## src/rtl/dmem_pkg.sv

```systemverilog
// Shared types and address helpers for the data-memory controller.
package dmem_pkg;

    typedef enum logic [1:0] {INIT, IDLE, WAIT, RESP} state_t;

    // Byte-lane geometry of the default 32-bit word.
    localparam int unsigned BE_W  = 4;
    localparam int unsigned OFF_W = $clog2(BE_W);

    // Word index of a byte address for a word of 2**off_w bytes.
    function automatic logic [63:0] word_idx(input logic [63:0] addr, input int unsigned off_w);
        return addr >> off_w;
    endfunction

endpackage

```

## src/rtl/dmem_array.sv

```systemverilog
// DEPTH x DATA_W storage: byte-enabled synchronous write, combinational read.
module dmem_array #(
    parameter int unsigned DATA_W = 32,
    parameter int unsigned DEPTH  = 16,
    parameter int unsigned IDX_W  = 4
) (
    input  logic                clk,
    input  logic                we,
    input  logic [IDX_W-1:0]    waddr,
    input  logic [DATA_W-1:0]   wdata,
    input  logic [DATA_W/8-1:0] wbe,
    input  logic [IDX_W-1:0]    raddr,
    output logic [DATA_W-1:0]   rdata_c
);

    localparam int unsigned LANES = DATA_W / 8;

    logic [DATA_W-1:0] mem [DEPTH];

    always_ff @(posedge clk) begin
        if (we) begin
            for (int k = 0; k < int'(LANES); k++) begin
                if (wbe[k]) mem[waddr][8*k +: 8] <= wdata[8*k +: 8];
            end
        end
    end

    assign rdata_c = mem[raddr];

endmodule

```

## src/rtl/dmem_ctrl.sv

```systemverilog
// Single-port data memory with valid/ready requests, byte-enabled stores,
// programmable response latency and a post-reset self-fill.
module dmem_ctrl
    import dmem_pkg::*;
#(
    parameter int unsigned DATA_W    = 8 * BE_W,
    parameter int unsigned DEPTH     = 16,
    parameter int unsigned ADDR_W    = 32,
    parameter int unsigned LATENCY   = 1,
    parameter int unsigned INIT_MODE = 1
) (
    input  logic                clk,
    input  logic                reset,
    input  logic                req_valid,
    output logic                req_ready,
    input  logic                req_write,
    input  logic [ADDR_W-1:0]   req_addr,
    input  logic [DATA_W-1:0]   req_wdata,
    input  logic [DATA_W/8-1:0] req_be,
    output logic                rsp_valid,
    output logic [DATA_W-1:0]   rsp_rdata,
    output logic                rsp_err,
    output logic                init_done
);

    localparam int unsigned LANES    = DATA_W / 8;
    localparam int unsigned OFF_BITS = $clog2(LANES);
    localparam int unsigned IDX_W    = (DEPTH > 1) ? $clog2(DEPTH) : 1;
    localparam int unsigned LAT_W    = 3;

    state_t            state, state_n;
    logic [IDX_W-1:0]  init_cnt, init_cnt_n;
    logic [LAT_W-1:0]  lat_cnt, lat_cnt_n;
    logic              wr_q, wr_n;
    logic [ADDR_W-1:0] addr_q, addr_n;
    logic [DATA_W-1:0] wdata_q, wdata_n;
    logic [LANES-1:0]  be_q, be_n;
    logic              ready_n, valid_n, err_n, done_n;
    logic [DATA_W-1:0] rdata_n;
    logic              do_access;

    logic              acc_wr_c;
    logic [ADDR_W-1:0] acc_addr_c, acc_idx_c;
    logic [DATA_W-1:0] acc_wdata_c;
    logic [LANES-1:0]  acc_be_c;
    logic              acc_err_c;

    logic              arr_we_c;
    logic [IDX_W-1:0]  arr_waddr_c;
    logic [DATA_W-1:0] arr_wdata_c, arr_rdata_c;
    logic [LANES-1:0]  arr_be_c;

    // A zero-latency access happens on the accept edge, so it uses the live request.
    assign acc_wr_c    = (state == IDLE) ? req_write : wr_q;
    assign acc_addr_c  = (state == IDLE) ? req_addr  : addr_q;
    assign acc_wdata_c = (state == IDLE) ? req_wdata : wdata_q;
    assign acc_be_c    = (state == IDLE) ? req_be    : be_q;

    assign acc_idx_c = ADDR_W'(word_idx(64'(acc_addr_c), OFF_BITS));
    assign acc_err_c = ((acc_addr_c & ADDR_W'(LANES - 1)) != '0) ||
                       (acc_idx_c >= ADDR_W'(DEPTH));

    dmem_array #(
        .DATA_W (DATA_W),
        .DEPTH  (DEPTH),
        .IDX_W  (IDX_W)
    ) u_array (
        .clk     (clk),
        .we      (arr_we_c),
        .waddr   (arr_waddr_c),
        .wdata   (arr_wdata_c),
        .wbe     (arr_be_c),
        .raddr   (acc_idx_c[IDX_W-1:0]),
        .rdata_c (arr_rdata_c)
    );

    always_comb begin
        state_n     = state;
        init_cnt_n  = init_cnt;
        lat_cnt_n   = lat_cnt;
        wr_n        = wr_q;
        addr_n      = addr_q;
        wdata_n     = wdata_q;
        be_n        = be_q;
        rdata_n     = rsp_rdata;
        err_n       = rsp_err;
        done_n      = init_done;
        do_access   = 1'b0;
        arr_we_c    = 1'b0;
        arr_waddr_c = init_cnt;
        arr_wdata_c = (INIT_MODE != 0) ? DATA_W'(init_cnt) : '0;
        arr_be_c    = '1;

        unique case (state)
            INIT: begin
                arr_we_c = 1'b1;
                if (init_cnt == IDX_W'(DEPTH - 1)) begin
                    state_n = IDLE;
                    done_n  = 1'b1;
                end else begin
                    init_cnt_n = init_cnt + 1'b1;
                end
            end
            IDLE: begin
                if (req_valid) begin
                    wr_n    = req_write;
                    addr_n  = req_addr;
                    wdata_n = req_wdata;
                    be_n    = req_be;
                    if (LATENCY == 0) begin
                        state_n   = RESP;
                        do_access = 1'b1;
                    end else begin
                        state_n   = WAIT;
                        lat_cnt_n = LAT_W'(LATENCY);
                    end
                end
            end
            WAIT: begin
                if (lat_cnt == LAT_W'(1)) begin
                    state_n   = RESP;
                    do_access = 1'b1;
                end else begin
                    lat_cnt_n = lat_cnt - 1'b1;
                end
            end
            RESP: state_n = IDLE;
            default: state_n = INIT;
        endcase

        // Commit the access on the transition into RESP.
        if (do_access) begin
            err_n   = acc_err_c;
            rdata_n = (!acc_err_c && !acc_wr_c) ? arr_rdata_c : '0;
            if (acc_wr_c && !acc_err_c) begin
                arr_we_c    = 1'b1;
                arr_waddr_c = acc_idx_c[IDX_W-1:0];
                arr_wdata_c = acc_wdata_c;
                arr_be_c    = acc_be_c;
            end
        end
    end

    assign ready_n = (state_n == IDLE);
    assign valid_n = (state_n == RESP);

    always_ff @(posedge clk or negedge reset) begin
        if (!reset) begin
            state     <= INIT;
            init_cnt  <= '0;
            lat_cnt   <= '0;
            wr_q      <= 1'b0;
            addr_q    <= '0;
            wdata_q   <= '0;
            be_q      <= '0;
            req_ready <= 1'b0;
            rsp_valid <= 1'b0;
            rsp_rdata <= '0;
            rsp_err   <= 1'b0;
            init_done <= 1'b0;
        end else begin
            state     <= state_n;
            init_cnt  <= init_cnt_n;
            lat_cnt   <= lat_cnt_n;
            wr_q      <= wr_n;
            addr_q    <= addr_n;
            wdata_q   <= wdata_n;
            be_q      <= be_n;
            req_ready <= ready_n;
            rsp_valid <= valid_n;
            rsp_rdata <= rdata_n;
            rsp_err   <= err_n;
            init_done <= done_n;
        end
    end

endmodule
```

## config.mk

```make
export PLATFORM = sky130hd
export DESIGN_NAME = dmem_ctrl
export DESIGN_NICKNAME = d
export VERILOG_FILES = /design/src/rtl/dmem_pkg.sv /design/src/rtl/dmem_array.sv /design/src/rtl/dmem_ctrl.sv
export SDC_FILE = /design/constraint.sdc
export NUM_CORES = 1
export LEC_CHECK = 0
export CAP_MARGIN = 10
export CORE_ASPECT_RATIO = 2
export CORE_MARGIN = 2
export CORE_UTILIZATION = 50
export CTS_CLUSTER_SIZE = 12
export DETAILED_ROUTE_END_ITERATION = 8
export GPL_TIMING_DRIVEN = 0
export MAX_ROUTING_LAYER = met4
export PLACE_DENSITY = 0.79
export SLEW_MARGIN = 20
export SYNTH_ARGS = -nofsm -noshare
export SYNTH_HDL_FRONTEND = slang
export SYNTH_SLANG_ARGS = --single-unit
```

## constraint.sdc

```tcl
create_clock -name clk -period 4.9 [get_ports clk]
set_input_delay 0.98 -clock clk [delete_from_list [all_inputs] [get_ports clk]]
set_output_delay 0.98 -clock clk [all_outputs]
set_load 0.05 [all_outputs]
```

==> metrics.txt <==
# TYPE chip_impl_metric gauge
chip_impl_metric{name="ios",unit=""} 108
chip_impl_metric{name="share_of_post_route_cells_with_drive_strength_above_1",unit="%"} 16.0
chip_impl_metric{name="clock-skew-final",unit="ns"} 0.0247
chip_impl_info{name="launch_point_of_the_worst_path",value="req_addr[30]"} 1
chip_impl_metric{name="wire_per_inst",unit="um"} 29.7
chip_impl_metric{name="synth.avg_cell_area",unit="um^2"} 14.2
chip_impl_metric{name="die_area",unit="um^2"} 53900
chip_impl_info{name="tritoncts",value="yes"} 1
chip_impl_metric{name="post_route_ant_nets",unit=""} 0
chip_impl_metric{name="cell_area_after_synthesis",unit="um^2"} 26000
chip_impl_metric{name="dpl.hpwl",unit="mm"} 58.6
chip_impl_metric{name="leak",unit="nW"} 10.6
chip_impl_metric{name="synth-seq-cells",unit=""} 626
chip_impl_metric{name="grt_first_pass_wirelength",unit="mm"} 115
chip_impl_metric{name="clk_pin_slew",unit="ns"} 0.06
chip_impl_metric{name="initial_utilization",unit="%"} 50.4
chip_impl_metric{name="cell_internal_power",unit="mW"} 11.2
chip_impl_metric{name="power.net_switching",unit="mW"} 7.93
chip_impl_metric{name="pre_cts_ws",unit="ns"} -0.411
chip_impl_metric{name="cellPowerDensity",unit="nW/um^2"} 634
chip_impl_metric{name="max-vdd-ir-drop",unit="mV"} 0.429
chip_impl_metric{name="cts-resized-gates",unit=""} 0
chip_impl_metric{name="grt_max_degree",unit=""} 92
chip_impl_metric{name="switching_share",unit="%"} 41.5
chip_impl_metric{name="ys_warn_count",unit=""} 0
chip_impl_metric{name="detailedRoute.firstPassIterationCount",unit=""} 6
chip_impl_metric{name="globalRouteOverflowTotal",unit=""} 0
chip_impl_info{name="post_synth_main_area_contributors",value="sky130_fd_sc_hd__edfxtp_1 59%, sky130_fd_sc_hd__dfrtp_1 11%, sky130_fd_sc_hd__mux2i_1 6.7%"} 1
chip_impl_metric{name="cp_arrival",unit="ns"} 4.71
chip_impl_info{name="synth_top_flop_cell",value="sky130_fd_sc_hd__edfxtp_1"} 1
chip_impl_metric{name="async_flop_share",unit="%"} 18.2
chip_impl_metric{name="area.growth.synth_to_final",unit="%"} 16.3
chip_impl_metric{name="synth_cells",unit=""} 1832
chip_impl_metric{name="report.final.hold_viol_count",unit=""} 0
chip_impl_metric{name="cp.required",unit="ns"} 5.14
chip_impl_metric{name="postCtsSetupBuffers",unit=""} 0
chip_impl_metric{name="drt_first_iter_violations",unit=""} 1453
chip_impl_metric{name="worst-path-max-fanout",unit=""} 10
chip_impl_metric{name="post-route-min-period",unit="ns"} 4.47
chip_impl_info{name="synth_most_common_cell",value="sky130_fd_sc_hd__edfxtp_1"} 1
chip_impl_metric{name="routed-via-count",unit=""} 17257
chip_impl_metric{name="route.final.wire_length",unit="mm"} 81.1
chip_impl_info{name="clock_tree.root_cell",value="sky130_fd_sc_hd__clkbuf_16"} 1
chip_impl_metric{name="die-height",unit="um"} 326
chip_impl_metric{name="share_of_synthesized_area_occupied_by_flip_flops_and_latches",unit="%"} 70.2
chip_impl_metric{name="syn-num-nets",unit=""} 1907
chip_impl_metric{name="maxClockFrequency",unit="MHz"} 224
chip_impl_metric{name="final_cells",unit=""} 2733
chip_impl_metric{name="grt_antenna_before_repair",unit=""} 0
chip_impl_metric{name="tritoncts_num_sinks",unit=""} 626
chip_impl_metric{name="worst_slew_slack_as_a_fraction_of_its_limit",unit="%"} 14.4
chip_impl_info{name="netlist_top_cells_count",value="512 x sky130_fd_sc_hd__edfxtp_1, 293 x sky130_fd_sc_hd__nand2_1, 173 x sky130_fd_sc_hd__mux2i_1"} 1
chip_impl_metric{name="cts_hold_buffers",unit=""} 0
chip_impl_metric{name="final_min_period_over_clock_period",unit="%"} 91.1
chip_impl_metric{name="count_of_flip_flops_with_a_built_in_enable_after_synthesis",unit=""} 512
chip_impl_metric{name="track_usage",unit="%"} 31.5
chip_impl_metric{name="setup_viol",unit=""} 0
chip_impl_info{name="critical_path.reg2reg.startpoint",value="state[0]$_DFF_PN0_"} 1
chip_impl_metric{name="rows",unit=""} 118
chip_impl_metric{name="number_of_buffers_on_the_longest_clock_path",unit=""} 3
chip_impl_metric{name="placedCellCount",unit=""} 2623
chip_impl_metric{name="finalSetupTns",unit="ns"} 0
chip_impl_info{name="critPathKind",value="input pin to flip-flop"} 1
chip_impl_metric{name="final_cell_area",unit="um^2"} 30200
chip_impl_metric{name="timing.max_cap.violations",unit=""} 0
chip_impl_metric{name="fin_util",unit="%"} 58.6
chip_impl_metric{name="synth_cell_type_count",unit=""} 55
chip_impl_metric{name="power",unit="mW"} 19.1
chip_impl_info{name="start_kind",value="input pin"} 1
chip_impl_metric{name="synth.top_cell.area_share",unit="%"} 59.2
chip_impl_metric{name="seqPwrFrac",unit="%"} 35.7
chip_impl_metric{name="final_report_max_slew_violation_count",unit=""} 0
chip_impl_metric{name="core",unit="um^2"} 51500
chip_impl_metric{name="numPortBuffers",unit=""} 107
chip_impl_metric{name="rrSetupSlack",unit="ns"} 0.82
chip_impl_metric{name="filler_cell_count",unit=""} 3866
chip_impl_metric{name="viasPerCell",unit=""} 6.31
chip_impl_info{name="rsz0062_at_grt",value="no"} 1
chip_impl_metric{name="clock_power_share",unit="%"} 21.9
chip_impl_info{name="run_status",value="complete, no violations"} 1
chip_impl_metric{name="fin_nets",unit=""} 2098
chip_impl_metric{name="placed_inst_area",unit="um^2"} 28400
chip_impl_metric{name="vias_in_the_first_global_route",unit=""} 17692
chip_impl_metric{name="ctsHtreeMaxLevel",unit=""} 2
chip_impl_info{name="setup.worst_path.end_class",value="flip-flop"} 1
chip_impl_metric{name="die_x",unit="um"} 165
chip_impl_metric{name="power.share.combinational",unit="%"} 42.4
chip_impl_info{name="worst_hold_path_type",value="input pin to asynchronous set/reset pin"} 1
chip_impl_metric{name="fin_hold_ws",unit="ns"} 0.217
chip_impl_metric{name="worst_pin_slew",unit="ns"} 1.28
chip_impl_metric{name="numCtsBuffers",unit=""} 58
chip_impl_metric{name="drc",unit=""} 0
chip_impl_metric{name="clock_insertion_delay_worst_skew",unit="ns"} 0.64
chip_impl_metric{name="final_worst_slack",unit="ns"} 0.434
chip_impl_metric{name="finalWeightedCongestion",unit=""} 1.05
chip_impl_info{name="synth_largest_area_cell",value="sky130_fd_sc_hd__edfxtp_1"} 1
[registers in the layout (all words and copies together) (netlist names), 2 cells and up]
name / cells
init_cnt: 4
state: 2
u_array.mem: 512
wdata_q: 32
lat_cnt: 3
rsp_rdata: 32
be_q: 4
addr_q: 32
[cells by family after synthesis]
group / synth area share, %
muxes: 11.2
adders and majority gates: 0.145
and+or+nand+nor: 9.08
xor gates and xnor gates: 0.0675
AOI/OAI and AO/OA: 7.02
DFF: 70.2
buffers and inverters: 2.23
[routing by layer]
| layer | vias up | share of wire, % | GRT usage, % |
|---|---|---|---|
| met5 | - | 0 | - |
| met4 | 0 | 10 | 26.0 |
| met2 | 1006 | 51 | 53.0 |
| met1 | 8543 | 31 | 31.3 |
| li1 | 7323 | - | - |
| met3 | 385 | 7.6 | 5.41 |
[worst paths after layout]
| kind | to | depth (start not counted) |
|---|---|---|
| setup / recovery | u_array.mem[11][24]$_DFFE_PP_ | 10 |
| hold / removal | wdata_q[25]$_DFFE_PN0P_ | 1 |
| setup reg to reg | u_array.mem[5][19]$_DFFE_PP_ | 8 |
| hold reg to reg | init_done$_DFFE_PN0P_ | 1 |
| max in group asynchronous | rsp_rdata[13]$_DFFE_PN0P_ | 2 |
| min in group clk | init_done$_DFFE_PN0P_ | 1 |
[area by class of cell]
type                    instances  area [um^2]  area share, %
flip-flops and latches        626        18200           60.4
multi-input cells            1076         7540           25.0
clock buffers                 106         1660           5.51
repair buffers                131         1300           4.32
well taps                     660          826           2.74
plain buffers                 121          547           1.81
clock inverters                 3         37.5          0.124
inverters                       9         33.8          0.112
diodes                          1         2.50        0.00829
[critical path, stage by stage]
cell and delay (ns):
sky130_fd_sc_hd__clkdlybuf4s50_1 0.42, sky130_fd_sc_hd__nor4_1 0.45, sky130_fd_sc_hd__nand4_1 0.29, sky130_fd_sc_hd__mux2i_1 0.37, sky130_fd_sc_hd__or3b_1 0.37, sky130_fd_sc_hd__buf_2 0.15
sky130_fd_sc_hd__buf_2 0.21, sky130_fd_sc_hd__mux2i_4 0.33, sky130_fd_sc_hd__buf_2 0.32, sky130_fd_sc_hd__nor3_2 0.79
[power by group through the flow]
| stage | clock, mW | sequential, mW | combinational, mW |
|---|---|---|---|
| 4_1_cts | 4.19 | 6.81 | 7.86 |
| 3_5_place_dp | 0 | 6.92 | 7.82 |
| 6_report | 4.19 | 6.83 | 8.11 |
| 3_3_place_gp | 0 | 6.88 | 7.42 |
| 5_1_grt | 4.38 | 6.88 | 8.37 |
| 2_1_floorplan | 0 | 6.87 | 4.64 |
[cell usage in the layout (no fill, tap or decap), types with 20 or more instances in the layout]
master,Yosys,routed
sky130_fd_sc_hd__a211oi_1,25,25
sky130_fd_sc_hd__a21oi_1,120,95
sky130_fd_sc_hd__a21oi_2,1,26
sky130_fd_sc_hd__buf_2,51,51
sky130_fd_sc_hd__clkbuf_1,57,102
sky130_fd_sc_hd__clkbuf_16,0,59
sky130_fd_sc_hd__clkdlybuf4s50_1,0,106
sky130_fd_sc_hd__dfrtp_1,114,114
sky130_fd_sc_hd__edfxtp_1,512,512
sky130_fd_sc_hd__mux2_2,77,77
sky130_fd_sc_hd__mux2i_1,173,172
sky130_fd_sc_hd__nand2_1,293,293
sky130_fd_sc_hd__nand3_1,40,40
sky130_fd_sc_hd__nor2_1,42,42
sky130_fd_sc_hd__nor3_2,10,64
sky130_fd_sc_hd__nor4_1,30,30
sky130_fd_sc_hd__o22ai_1,39,39
sky130_fd_sc_hd__o31ai_1,20,20
(Power assumes the default switching activity.)
